<file path="src/rtl/mem_arb_pkg.sv">
// Shared definitions for the two-requester memory-bus arbiter.
//   arb_state_e  : FSM state encoding (StTout exists only with MEM_ARB_TIMEOUT_EN)
//   TimeoutFill  : read data returned to a requester whose transfer timed out
//   TimeoutDflt  : default slave-response cycle limit
package mem_arb_pkg;

  typedef enum logic [1:0] {
    StIdle = 2'd0,
    StGnt0 = 2'd1,
    StGnt1 = 2'd2
`ifdef MEM_ARB_TIMEOUT_EN
    ,
    StTout = 2'd3
`endif
  } arb_state_e;

  localparam logic [31:0] TimeoutFill = 32'hDEAD_BEEF;
  localparam int unsigned TimeoutDflt = 255;

endpackage

</file>
<file path="src/rtl/mem_arb_rr.sv">
// Round-robin pick between two requesters.
// Ports:
//   req        : request vector, bit n = requester n
//   last_grant : index of the requester granted most recently
//   grant_idx  : index to grant (only meaningful when |req)
module mem_arb_rr (
  input  logic [1:0] req,
  input  logic       last_grant,
  output logic       grant_idx
);

  always_comb begin
    grant_idx = 1'b0;
    if (&req) begin
      // Tie: the requester not served last wins.
      grant_idx = ~last_grant;
    end else begin
      grant_idx = req[1];
    end
  end

endmodule

</file>
<file path="src/rtl/mem_arbiter2.sv">
// Two-requester memory-bus arbiter with round-robin fairness.
// One requester at a time is connected combinationally to the shared slave
// bus; every grant is followed by at least one idle cycle.
// Optional feature: define MEM_ARB_TIMEOUT_EN to force completion of a grant
// after TIMEOUT_CYCLES cycles without s_ready (reply 32'hDEAD_BEEF, pulse
// timeout_err). Without it timeout_err is tied 0 and a grant waits forever.
// Ports:
//   clk, reset             : clock, synchronous active-high reset
//   mN_valid/instr/addr/wdata/wstrb : requester N request (N = 0, 1)
//   mN_ready, mN_rdata     : requester N response
//   s_valid/instr/addr/wdata/wstrb  : shared slave request
//   s_ready, s_rdata       : shared slave response
//   timeout_err            : one-cycle pulse on forced completion
module mem_arbiter2
  import mem_arb_pkg::*;
#(
  parameter int unsigned TIMEOUT_CYCLES = TimeoutDflt
) (
  input  logic        clk,
  input  logic        reset,
  input  logic        m0_valid,
  input  logic        m0_instr,
  input  logic [31:0] m0_addr,
  input  logic [31:0] m0_wdata,
  input  logic [3:0]  m0_wstrb,
  output logic        m0_ready,
  output logic [31:0] m0_rdata,
  input  logic        m1_valid,
  input  logic        m1_instr,
  input  logic [31:0] m1_addr,
  input  logic [31:0] m1_wdata,
  input  logic [3:0]  m1_wstrb,
  output logic        m1_ready,
  output logic [31:0] m1_rdata,
  output logic        s_valid,
  output logic        s_instr,
  output logic [31:0] s_addr,
  output logic [31:0] s_wdata,
  output logic [3:0]  s_wstrb,
  input  logic        s_ready,
  input  logic [31:0] s_rdata,
  output logic        timeout_err
);

  if (TIMEOUT_CYCLES < 1 || TIMEOUT_CYCLES > 65535) begin : g_param_check
    $error("mem_arbiter2: TIMEOUT_CYCLES must be in 1..65535");
  end

  arb_state_e state_q, state_d;
  logic       last_grant_q, last_grant_d;
  logic       rr_grant;
  logic       gnt_idx;
  logic       gnt_valid;

`ifdef MEM_ARB_TIMEOUT_EN
  localparam logic [15:0] CntLast = 16'(TIMEOUT_CYCLES - 1);
  logic [15:0] cnt_q, cnt_d;
  logic        tout_idx_q, tout_idx_d;
`endif

  mem_arb_rr u_rr (
    .req        ({m1_valid, m0_valid}),
    .last_grant (last_grant_q),
    .grant_idx  (rr_grant)
  );

  // Index and request of the currently granted requester (valid in GNTn only).
  assign gnt_idx   = (state_q == StGnt1);
  assign gnt_valid = gnt_idx ? m1_valid : m0_valid;

  // State register.
  always_ff @(posedge clk) begin
    if (reset) begin
      state_q      <= StIdle;
      last_grant_q <= 1'b1;
`ifdef MEM_ARB_TIMEOUT_EN
      cnt_q        <= '0;
      tout_idx_q   <= 1'b0;
`endif
    end else begin
      state_q      <= state_d;
      last_grant_q <= last_grant_d;
`ifdef MEM_ARB_TIMEOUT_EN
      cnt_q        <= cnt_d;
      tout_idx_q   <= tout_idx_d;
`endif
    end
  end

  // Next-state logic.
  always_comb begin
    state_d      = state_q;
    last_grant_d = last_grant_q;
`ifdef MEM_ARB_TIMEOUT_EN
    cnt_d        = cnt_q;
    tout_idx_d   = tout_idx_q;
`endif
    case (state_q)
      StIdle: begin
`ifdef MEM_ARB_TIMEOUT_EN
        cnt_d = '0;
`endif
        if (m0_valid || m1_valid) begin
          state_d = rr_grant ? StGnt1 : StGnt0;
        end
      end
      StGnt0, StGnt1: begin
        if (!gnt_valid) begin
          // Requester withdrew mid-transfer: abort without crediting it.
          state_d = StIdle;
        end else if (s_ready) begin
          state_d      = StIdle;
          last_grant_d = gnt_idx;
`ifdef MEM_ARB_TIMEOUT_EN
        end else if (cnt_q == CntLast) begin
          state_d      = StTout;
          tout_idx_d   = gnt_idx;
          last_grant_d = gnt_idx;
        end else begin
          cnt_d = cnt_q + 16'd1;
`endif
        end
      end
      default: state_d = StIdle;
    endcase
  end

  // Outputs; everything is held at 0 while reset is asserted.
  always_comb begin
    s_valid     = 1'b0;
    s_instr     = 1'b0;
    s_addr      = '0;
    s_wdata     = '0;
    s_wstrb     = '0;
    m0_ready    = 1'b0;
    m0_rdata    = '0;
    m1_ready    = 1'b0;
    m1_rdata    = '0;
    timeout_err = 1'b0;
    if (!reset) begin
      case (state_q)
        StGnt0: begin
          s_valid  = m0_valid;
          s_instr  = m0_instr;
          s_addr   = m0_addr;
          s_wdata  = m0_wdata;
          s_wstrb  = m0_wstrb;
          m0_ready = s_ready;
          m0_rdata = s_rdata;
        end
        StGnt1: begin
          s_valid  = m1_valid;
          s_instr  = m1_instr;
          s_addr   = m1_addr;
          s_wdata  = m1_wdata;
          s_wstrb  = m1_wstrb;
          m1_ready = s_ready;
          m1_rdata = s_rdata;
        end
`ifdef MEM_ARB_TIMEOUT_EN
        StTout: begin
          timeout_err = 1'b1;
          if (tout_idx_q) begin
            m1_ready = 1'b1;
            m1_rdata = TimeoutFill;
          end else begin
            m0_ready = 1'b1;
            m0_rdata = TimeoutFill;
          end
        end
`endif
        default: ;
      endcase
    end
  end

endmodule
</file>
<file path="config.mk">
export PLATFORM = sky130hd
export DESIGN_NAME = mem_arbiter2
export DESIGN_NICKNAME = d
export VERILOG_FILES = /design/src/rtl/mem_arb_pkg.sv /design/src/rtl/mem_arb_rr.sv /design/src/rtl/mem_arbiter2.sv
export SDC_FILE = /design/constraint.sdc
export NUM_CORES = 1
export LEC_CHECK = 0
export CORE_AREA = 4 4 118 120
export CTS_BUF_LIST = sky130_fd_sc_hd__clkbuf_4
export DETAILED_ROUTE_END_ITERATION = 10
export DIE_AREA = 0 0 122 124
export SYNTH_ARGS = -nofsm -noshare
export SYNTH_HDL_FRONTEND = slang
export SYNTH_HIERARCHICAL = 1
export SYNTH_SLANG_ARGS = --single-unit
</file>
<file path="constraint.sdc">
create_clock -name clk -period 3 [get_ports clk]
set_input_delay 0.9 -clock clk [delete_from_list [all_inputs] [get_ports clk]]
set_output_delay 0.9 -clock clk [all_outputs]
set_load 0.01 [all_outputs]
</file>
==> impl_metrics.ini, run 1 <==
[clock_tree]
cts_sinks = 3
clk_path_buf_depth = 2
clkTransAtPathRegs_ns = 0.04
clkLatencyLatePin_ns = 0.24
cts_tree = yes
numCtsBuffers = 3
post_cts_buffers = 0
htreeDepth = 1
cts_root_buffer = clkbuf_4
cts_hold_buf = 0

[logic_synthesis]
syn_nets = 444
ys.flop_type = dfxtp_1
muxShareOfSynthArea_pct = 2.15
synth_fa_ha_area_share_pct = 3.07
synthSimpleGateAreaFrac_pct = 44.9
ys_warn_count = 6
post-synth-top-count-cell = nor2_1
yosys-top-cells-count = 71 x nor2_1, 70 x a22oi_1, 66 x and2_1, 17 x clkbuf_1
synth_edf_count = 0
synth_top_family_by_area = simple AND/OR/NAND/NOR gates
yosys.area.top_type = a22oi_1
synth_cell_types = 24
synthArstFlopShare_pct = 0
yosysSeqAreaShare_pct = 3.69
syn_avg_cell_area_sq_um = 6.15
ys_top_cells_by_area = a22oi_1 32%, and2_1 25%, nor2_1 16%
synth_seq_cells = 3
synth_xor_area_share_pct = 0
netlist_instances = 265
netlist_area_sq_um = 1630
synth_compound_area_share_pct = 35.1
synth_top_area_share_pct = 32.3

[finish]
diodes = 0
fin_nets = 741
fill_cells = 1433
drive_gt1_share_pct = 4.63
area_growth_syn_to_layout_pct = 200
final_cell_count_no_fill = 737

[timing]
timing.fmax_mhz = 343
clock_skew_ns = 0.00146
drv_slew = 0
rsz0062_at_grt = no
layout_min_cycle_time_ns = 2.91
min_period_over_period_pct = 97.2
layout_setup_ws_ns = 0.0855
finalHoldViolCount = 0
setup_viol = 0

[grt]
globalRouteTotalUtil_pct = 13.0
grt_overflow_total = 0
grt.met3_usage_pct = 4.95
grt_max_degree = 39
grt_pass1_wl_mm = 16.0
use_met2_pct = 24.9
grt_pass1_vias = 3212
antenna_found_initial = 0
met1_usage_pct = 14.2
busiest_layer = met2

[drt]
drcViolationCount = 0
postRouteWirelength_mm = 11.1
drtIter0Drc = 104
viasPerCell = 4.23
final_antenna_net_count = 0
wl_per_cell_um = 15.1
num_vias = 3116
first_pass_iters = 4

[place]
post-place-cells = 732
dp_slack_ns = -0.430
dp_hpwl_mm = 9.09
port_buffers = 310
gp_congestion = 0.773

[run_status]
status = completed

[floorplanning]
num_rows = 42
io_pins = 312
die_w_um = 122
core_area_sq_um = 13000
die-height_um = 124
initial_core_util_pct = 12.6
dieArea_sq_um = 15100

[worst_setup_path]
worstSetupPathType = input pin to primary output
crit_path_start_kind = input pin
crit_fanout = 33
arrival_ns = 2.01
crit_required_ns = 2.10
end_kind = primary output

[flow_run]
max_cap_viol_count = 0

[pwr]
leakage_nw = 2.36
max-vdd-ir-drop_uv = 149
power.density_nw_per_um2 = 193

[hold_path]
hold_path_class = flip-flop to flip-flop
-- cells by family (layout without fill, tap and decap cells) --
kind of cell / after synthesis / in the layout
AOI/OAI and AO/OA: 75 / 75
adders and majority gates: 4 / 4
buffers and inverters: 34 / 330
DFF: 3 / 3
muxes: 3 / 3
other: 1 / 1
and+or+nand+nor: 145 / 145
-- layout by cell type, fill, tap and decap left out --
| cell | count |
|---|---|
| a32oi_2 | 1 |
| clkdlybuf4s15_1 | 3 |
| a21boi_2 | 1 |
| nor2b_2 | 1 |
| clkdlybuf4s15_2 | 1 |
| ha_1 | 2 |
| ha_2 | 2 |
| a22oi_1 | 70 |
| nand2b_1 | 2 |
| buf_4 | 5 |
| nand3b_1 | 1 |
| and2_1 | 66 |
| dlygate4sd2_1 | 133 |
| buf_12 | 7 |
| dfxtp_1 | 3 |
| inv_1 | 3 |
| mux2i_1 | 2 |
| buf_16 | 1 |
| mux2_4 | 1 |
| a21oi_1 | 1 |
| conb_1 | 1 |
| clkbuf_4 | 4 |
| a31oi_1 | 1 |
| nand3_1 | 1 |
| nor2b_4 | 1 |
| clkdlybuf4s50_1 | 173 |
| or3b_1 | 1 |
| nor2_1 | 71 |
| nand2b_4 | 1 |
| o21bai_1 | 1 |
-- where the power goes --
part           internal [mW]  switching (mW)
sequential            0.0474         0.00687
clock                 0.0591          0.0250
combinational          0.448           0.354
-- worst paths after layout --
check | end | slack [ns] | depth (start not counted) | from
worst max-delay path | m0_rdata[0] | 0.09 | 5 | reset
worst max register to register | state_q[0]$_SDFFE_PP0P_ | 1.27 | 6 | state_q[0]$_SDFFE_PP0P_
worst min register to register | state_q[0]$_SDFFE_PP0P_ | 0.51 | 2 | state_q[0]$_SDFFE_PP0P_
worst min-delay path | state_q[0]$_SDFFE_PP0P_ | 0.51 | 2 | state_q[0]$_SDFFE_PP0P_
-- routing by layer --
metal  routed length (um)  up-vias  share of wire [%]
li1                     -     1512                  -
met1                 4110     1413                 37
met2                 5720      185                 51
met3                 1280        6                 11
met4                   25        0               0.22
met5                    0        -                  0
-- cell type report --
| class | instances | area, sq um | share of cell area, % |
|---|---|---|---|
| clock buffers | 4 | 30.0 | 0.615 |
| inverters | 3 | 11.3 | 0.231 |
| multi-input cells | 228 | 1420 | 29.0 |
| flip-flops and latches | 3 | 60.1 | 1.23 |
| well taps | 176 | 220 | 4.51 |
| repair buffers | 323 | 3140 | 64.4 |
-- worst max-delay path, cell delays in order --
cell and delay [ns]:
dlygate4sd2_1 0.30, nor2b_2 0.19, buf_12 0.18, and2_1 0.17
dlygate4sd2_1 0.28
-- flip-flops by register name (all words and copies together) (netlist names) --
name / flops
last_grant_q: 1
state_q: 2
-- metrics by stage --
stage	area, sq um	setup TNS (ns)	util (%)	total power, mW	hold WS, ns
detailed placement	4970	-51.07	38.3	0.910	0.501
CTS	4880	0	37.6	0.955	0.514
global placement	4970	-49.73	38.3	0.904	0.486
finish	4880	0	37.6	0.941	0.511
global route	4880	0	37.6	1.02	0.535
floorplan	1630	0	-	0.402	0.465
-- timing repair --
item,in CTS,in global routing
cloned,1,0
endpoints found under the setup margin,136,1
resized for setup,146,1
No activity file was read; power rests on OpenSTA's default activity.
==> run 2, diff against run 1 <==
Settings changed: TNS_END_PERCENT set to 20.
==> impl_metrics.ini, run 2 (synthesized netlist as in run 1, its figures left out) <==
[finish]
diodes = 0
largestRegisters = state_q: 2 flops, last_grant_q: 1 flops
drive_gt1_share_pct = 4.80
final_cell_count_no_fill = 738
final_common_cell = clkdlybuf4s50_1
top_register = state_q
final_util_pct = 37.9
area_growth_syn_to_layout_pct = 202
fin_nets = 742
final_cell_mix = 173 x clkdlybuf4s50_1, 127 x dlygate4sd2_1, 71 x nor2_1
design_area_sq_um = 4920
largest_register_ff_count = 2

[pwr]
finalPower_mw = 0.944
leakage_nw = 2.47
power.density_nw_per_um2 = 192
max-vdd-ir-drop_uv = 148

[place]
dp_slack_ns = -0.430
gp_congestion = 0.773
port_buffers = 310
post-place-cells = 732
placed_area_sq_um = 4970
dp_hpwl_mm = 9.09

[clock_tree]
numCtsBuffers = 3
cts_sinks = 3
cts_hold_buf = 0
cts_tree = yes
clkTransAtPathRegs_ns = 0.04
clkLatencyLatePin_ns = 0.24
htreeDepth = 1
cts_root_buffer = clkbuf_4
clk_path_buf_depth = 2

[worst_setup_path]
path_common_cell = dlygate4sd2_1
path_cells = dlygate4sd2_1 -> nand2b_4 -> buf_12 -> nor2_1 -> dlygate4sd2_1
crit_required_ns = 2.10
worstSetupPathType = input pin to primary output
slowest_delay_ns = 0.31
cpMaxStageDelayCell = dlygate4sd2_1
timing.rr.start = state_q[0]$_SDFFE_PP0P_
crit_path_start_kind = input pin
r2r_slack_ns = 1.27
end_kind = primary output
reg2reg_to = state_q[0]$_SDFFE_PP0P_
worstRegToRegCells = 6
arrival_ns = 2.00
path_buf_inv = 3
crit_fanout = 34
critPathTopFamily = buffers and inverters
cp.depth = 5

[drt]
postRouteWirelength_mm = 11.1
drtIter0Drc = 75
viasPerCell = 4.22
num_vias = 3114
first_pass_iters = 4
drcViolationCount = 0
wl_per_cell_um = 15.1
final_antenna_net_count = 0

[grt]
antenna_found_initial = 0
grt_overflow_total = 0
grt_max_degree = 39
grt_pass1_vias = 3201
grt_pass1_wl_mm = 16.0
globalRouteTotalUtil_pct = 13.0

[floorplanning]
core_area_sq_um = 13000
die-height_um = 124
die_w_um = 122
num_rows = 42
dieArea_sq_um = 15100
io_pins = 312
initial_core_util_pct = 12.6

[timing]
min_period_over_period_pct = 96.8
drv_slew = 0
finalSetupTns_ns = 0
timing.fmax_mhz = 344
rsz0062_at_grt = no
setup_viol = 0
layout_setup_ws_ns = 0.0965
whs_ns = 0.512
clock_skew_ns = 0.00125
finalHoldViolCount = 0
layout_min_cycle_time_ns = 2.90

[hold_path]
hold_start = state_q[0]$_SDFFE_PP0P_
hold_path_class = flip-flop to flip-flop
whs_endpoint = state_q[0]$_SDFFE_PP0P_
min_path_cells = 2

[run_status]
status = completed

[flow_run]
max_cap_viol_count = 0
[run 2: cell count changes in the layout (fill, tap and decap cells not counted)]
cell	delta
bufbuf_16	+1
clkdlybuf4s15_1	-1
buf_16	-1
dlygate4sd2_1	-6
buf_4	+1
dlymetal6s2s_1	+7
[run 2: timing repair]
action	CTS	global route
buffers inserted	0	1
pin swaps	0	0
gates resized for setup	137	8
setup endpoints to repair	136	16
cloned	1	0
[run 2: worst max-delay path by stage]
stage | start | endpoint | slack, ns
final | reset | s_wdata[15] | 0.1
after global routing | reset | s_wdata[15] | 0.006
after CTS | reset | m1_rdata[1] | -0.27
after detailed placement | reset | s_wdata[4] | -0.43
after global placement | reset | m0_rdata[0] | -0.41
after floorplan | reset | s_addr[0] | 0.56
[run 2: cell type report]
class,instances,area [sq um]
inverters,3,11.3
clock buffers,4,30.0
well taps,176,220
flip-flops and latches,3,60.1
repair buffers,324,3180
fillers,1425,8060
multi-input cells,228,1420
[run 2: routing by layer]
| metal | track usage [%] | part of all wire, % | up-vias |
|---|---|---|---|
| met5 | 0 | 0 | - |
| met4 | 0.980 | 0.20 | 0 |
| met3 | 4.95 | 12 | 4 |
| met2 | 24.8 | 51 | 187 |
| met1 | 14.3 | 36 | 1410 |
| li1 | - | - | 1513 |
[run 2: where the power goes]
part | leakage, nW | switching (mW) | internal, mW
registers | 0.0248 | 0.00674 | 0.0474
logic | 2.43 | 0.354 | 0.451
clock network | 0.0184 | 0.0250 | 0.0591
[run 2: worst reg2reg max path, stage by stage, from the launching register on]
cell	delay, ns
dfxtp_1	0.32
inv_1	0.11
ha_2	0.22
buf_12	0.20
mux2_4	0.33
a32oi_2	0.28
mux2i_1	0.20
==> run 3, diff against run 2 <==
Settings changed: GPL_TIMING_DRIVEN set to 0.
==> impl_metrics.ini, run 3 (synthesized netlist as in run 1, its figures left out) <==
[finish]
area_growth_syn_to_layout_pct = 214
diodes = 0
final_util_pct = 39.4
largestRegisters = state_q: 2 flops, last_grant_q: 1 flops
fin_nets = 770
drive_gt1_share_pct = 10.8
top_register = state_q
largest_register_ff_count = 2
fill_cells = 1356
final_cell_mix = 173 x clkdlybuf4s50_1, 96 x dlygate4sd2_1, 70 x a22oi_1
final_common_cell = clkdlybuf4s50_1

[timing]
layout_setup_ws_ns = 0.0850
drv_slew = 0
setup_viol = 0
finalHoldViolCount = 0
layout_min_cycle_time_ns = 2.91
rsz0062_at_grt = yes
clock_skew_ns = 0.00286
timing.fmax_mhz = 343
min_period_over_period_pct = 97.2

[clock_tree]
clkTransAtPathRegs_ns = 0.04
clk_path_buf_depth = 2
clkLatencyLatePin_ns = 0.23
htreeDepth = 1
cts_sinks = 3
cts_tree = yes
cts_root_buffer = clkbuf_4
numCtsBuffers = 3

[worst_setup_path]
crit_path_start_kind = input pin
end_kind = primary output
timing.rr.start = state_q[0]$_SDFFE_PP0P_
crit_fanout = 2
crit_start = s_rdata[31]
crit_required_ns = 2.10
r2r_slack_ns = 1.34
arrival_ns = 2.01
worstSetupPathType = input pin to primary output

[drt]
first_pass_iters = 4
final_antenna_net_count = 0
wl_per_cell_um = 16.0
drcViolationCount = 0
viasPerCell = 4.24
drtIter0Drc = 109
num_vias = 3245
postRouteWirelength_mm = 12.3

[floorplanning]
initial_core_util_pct = 12.6
io_pins = 312
num_rows = 42
dieArea_sq_um = 15100
core_area_sq_um = 13000
die-height_um = 124
die_w_um = 122

[grt]
grt_pass1_vias = 3380
globalRouteTotalUtil_pct = 14.4
grt_overflow_total = 0
grt_max_degree = 11
antenna_found_initial = 0
grt_pass1_wl_mm = 17.4

[place]
port_buffers = 310
gp_congestion = 0.753
dp_slack_ns = -0.852
dp_hpwl_mm = 10.2

[hold_path]
hold_start = state_q[0]$_SDFFE_PP0P_
hold_path_class = flip-flop to flip-flop

[pwr]
p_sw_mw = 0.401
comb_power_share_pct = 86.4
max-vdd-ir-drop_uv = 107
swShare_pct = 41.1
clkPwrFrac_pct = 8.1
power.density_nw_per_um2 = 190
cell_internal_pwr_mw = 0.574
pwr-share-seq_pct = 5.5
leakage_nw = 2.53

[flow_run]
max_cap_viol_count = 0

[run_status]
status = completed
## run 3: critical path, cell delays in order
cell             delay (ns)
clkdlybuf4s50_1        0.46
and2_1                 0.11
clkdlybuf4s50_1        0.54
## run 3: what timing repair did
action | 4_1_cts | 5_1_grt
buffers inserted | 5 | 5
hold buffers | 0 | 0
resized for setup | 214 | 21
gates cloned | 1 | 0
pin swaps | 0 | 0
endpoints found under the setup margin | 136 | 90
## run 3: stage by stage
stage	hold WS (ns)	total power, mW	std cells	area [sq um]	TNS (ns)
CTS	0.523	0.981	761	5060	-1.83
global route	0.560	1.06	766	5120	-0.264
floorplan	0.465	0.402	265	1630	0
finish	0.509	0.975	766	5120	0
global placement	0.486	0.881	751	4950	-95.07
detailed placement	0.516	0.893	751	4950	-96.02
## run 3: area by class of cell
class                      count  area [sq um]  share of cell area, %
buffer                        31           256                   5.01
clock buffer                   4          30.0                  0.587
inverter                       3          11.3                  0.220
multi-input combinational    228          1420                   27.8
sequential                     3          60.1                   1.17
tap                          176           220                   4.30
timing repair buffer         321          3120                   61.0
## run 3: worst paths after layout
check                                 end  depth (start not counted)
hold / removal    state_q[0]$_SDFFE_PP0P_                          2
hold reg to reg   state_q[0]$_SDFFE_PP0P_                          2
setup / recovery             m1_rdata[31]                          3
setup reg to reg  state_q[0]$_SDFFE_PP0P_                          6
## run 3: routing by layer
| metal | part of all wire (%) | GRT usage (%) | routed length [um] |
|---|---|---|---|
| met5 | 0 | 0 | 0 |
| met4 | 0.36 | 1.47 | 44 |
| met3 | 11 | 4.54 | 1380 |
| met2 | 52 | 28.2 | 6400 |
| met1 | 36 | 15.6 | 4460 |
## run 3: power by group through the flow
stage	registers (mW)	clock network (mW)	logic (mW)
global placement	0.0535	0	0.828
floorplan	0.0529	0	0.349
global route	0.0551	0.0862	0.919
finish	0.0538	0.0789	0.842
CTS	0.0539	0.0844	0.843
detailed placement	0.0546	0	0.839
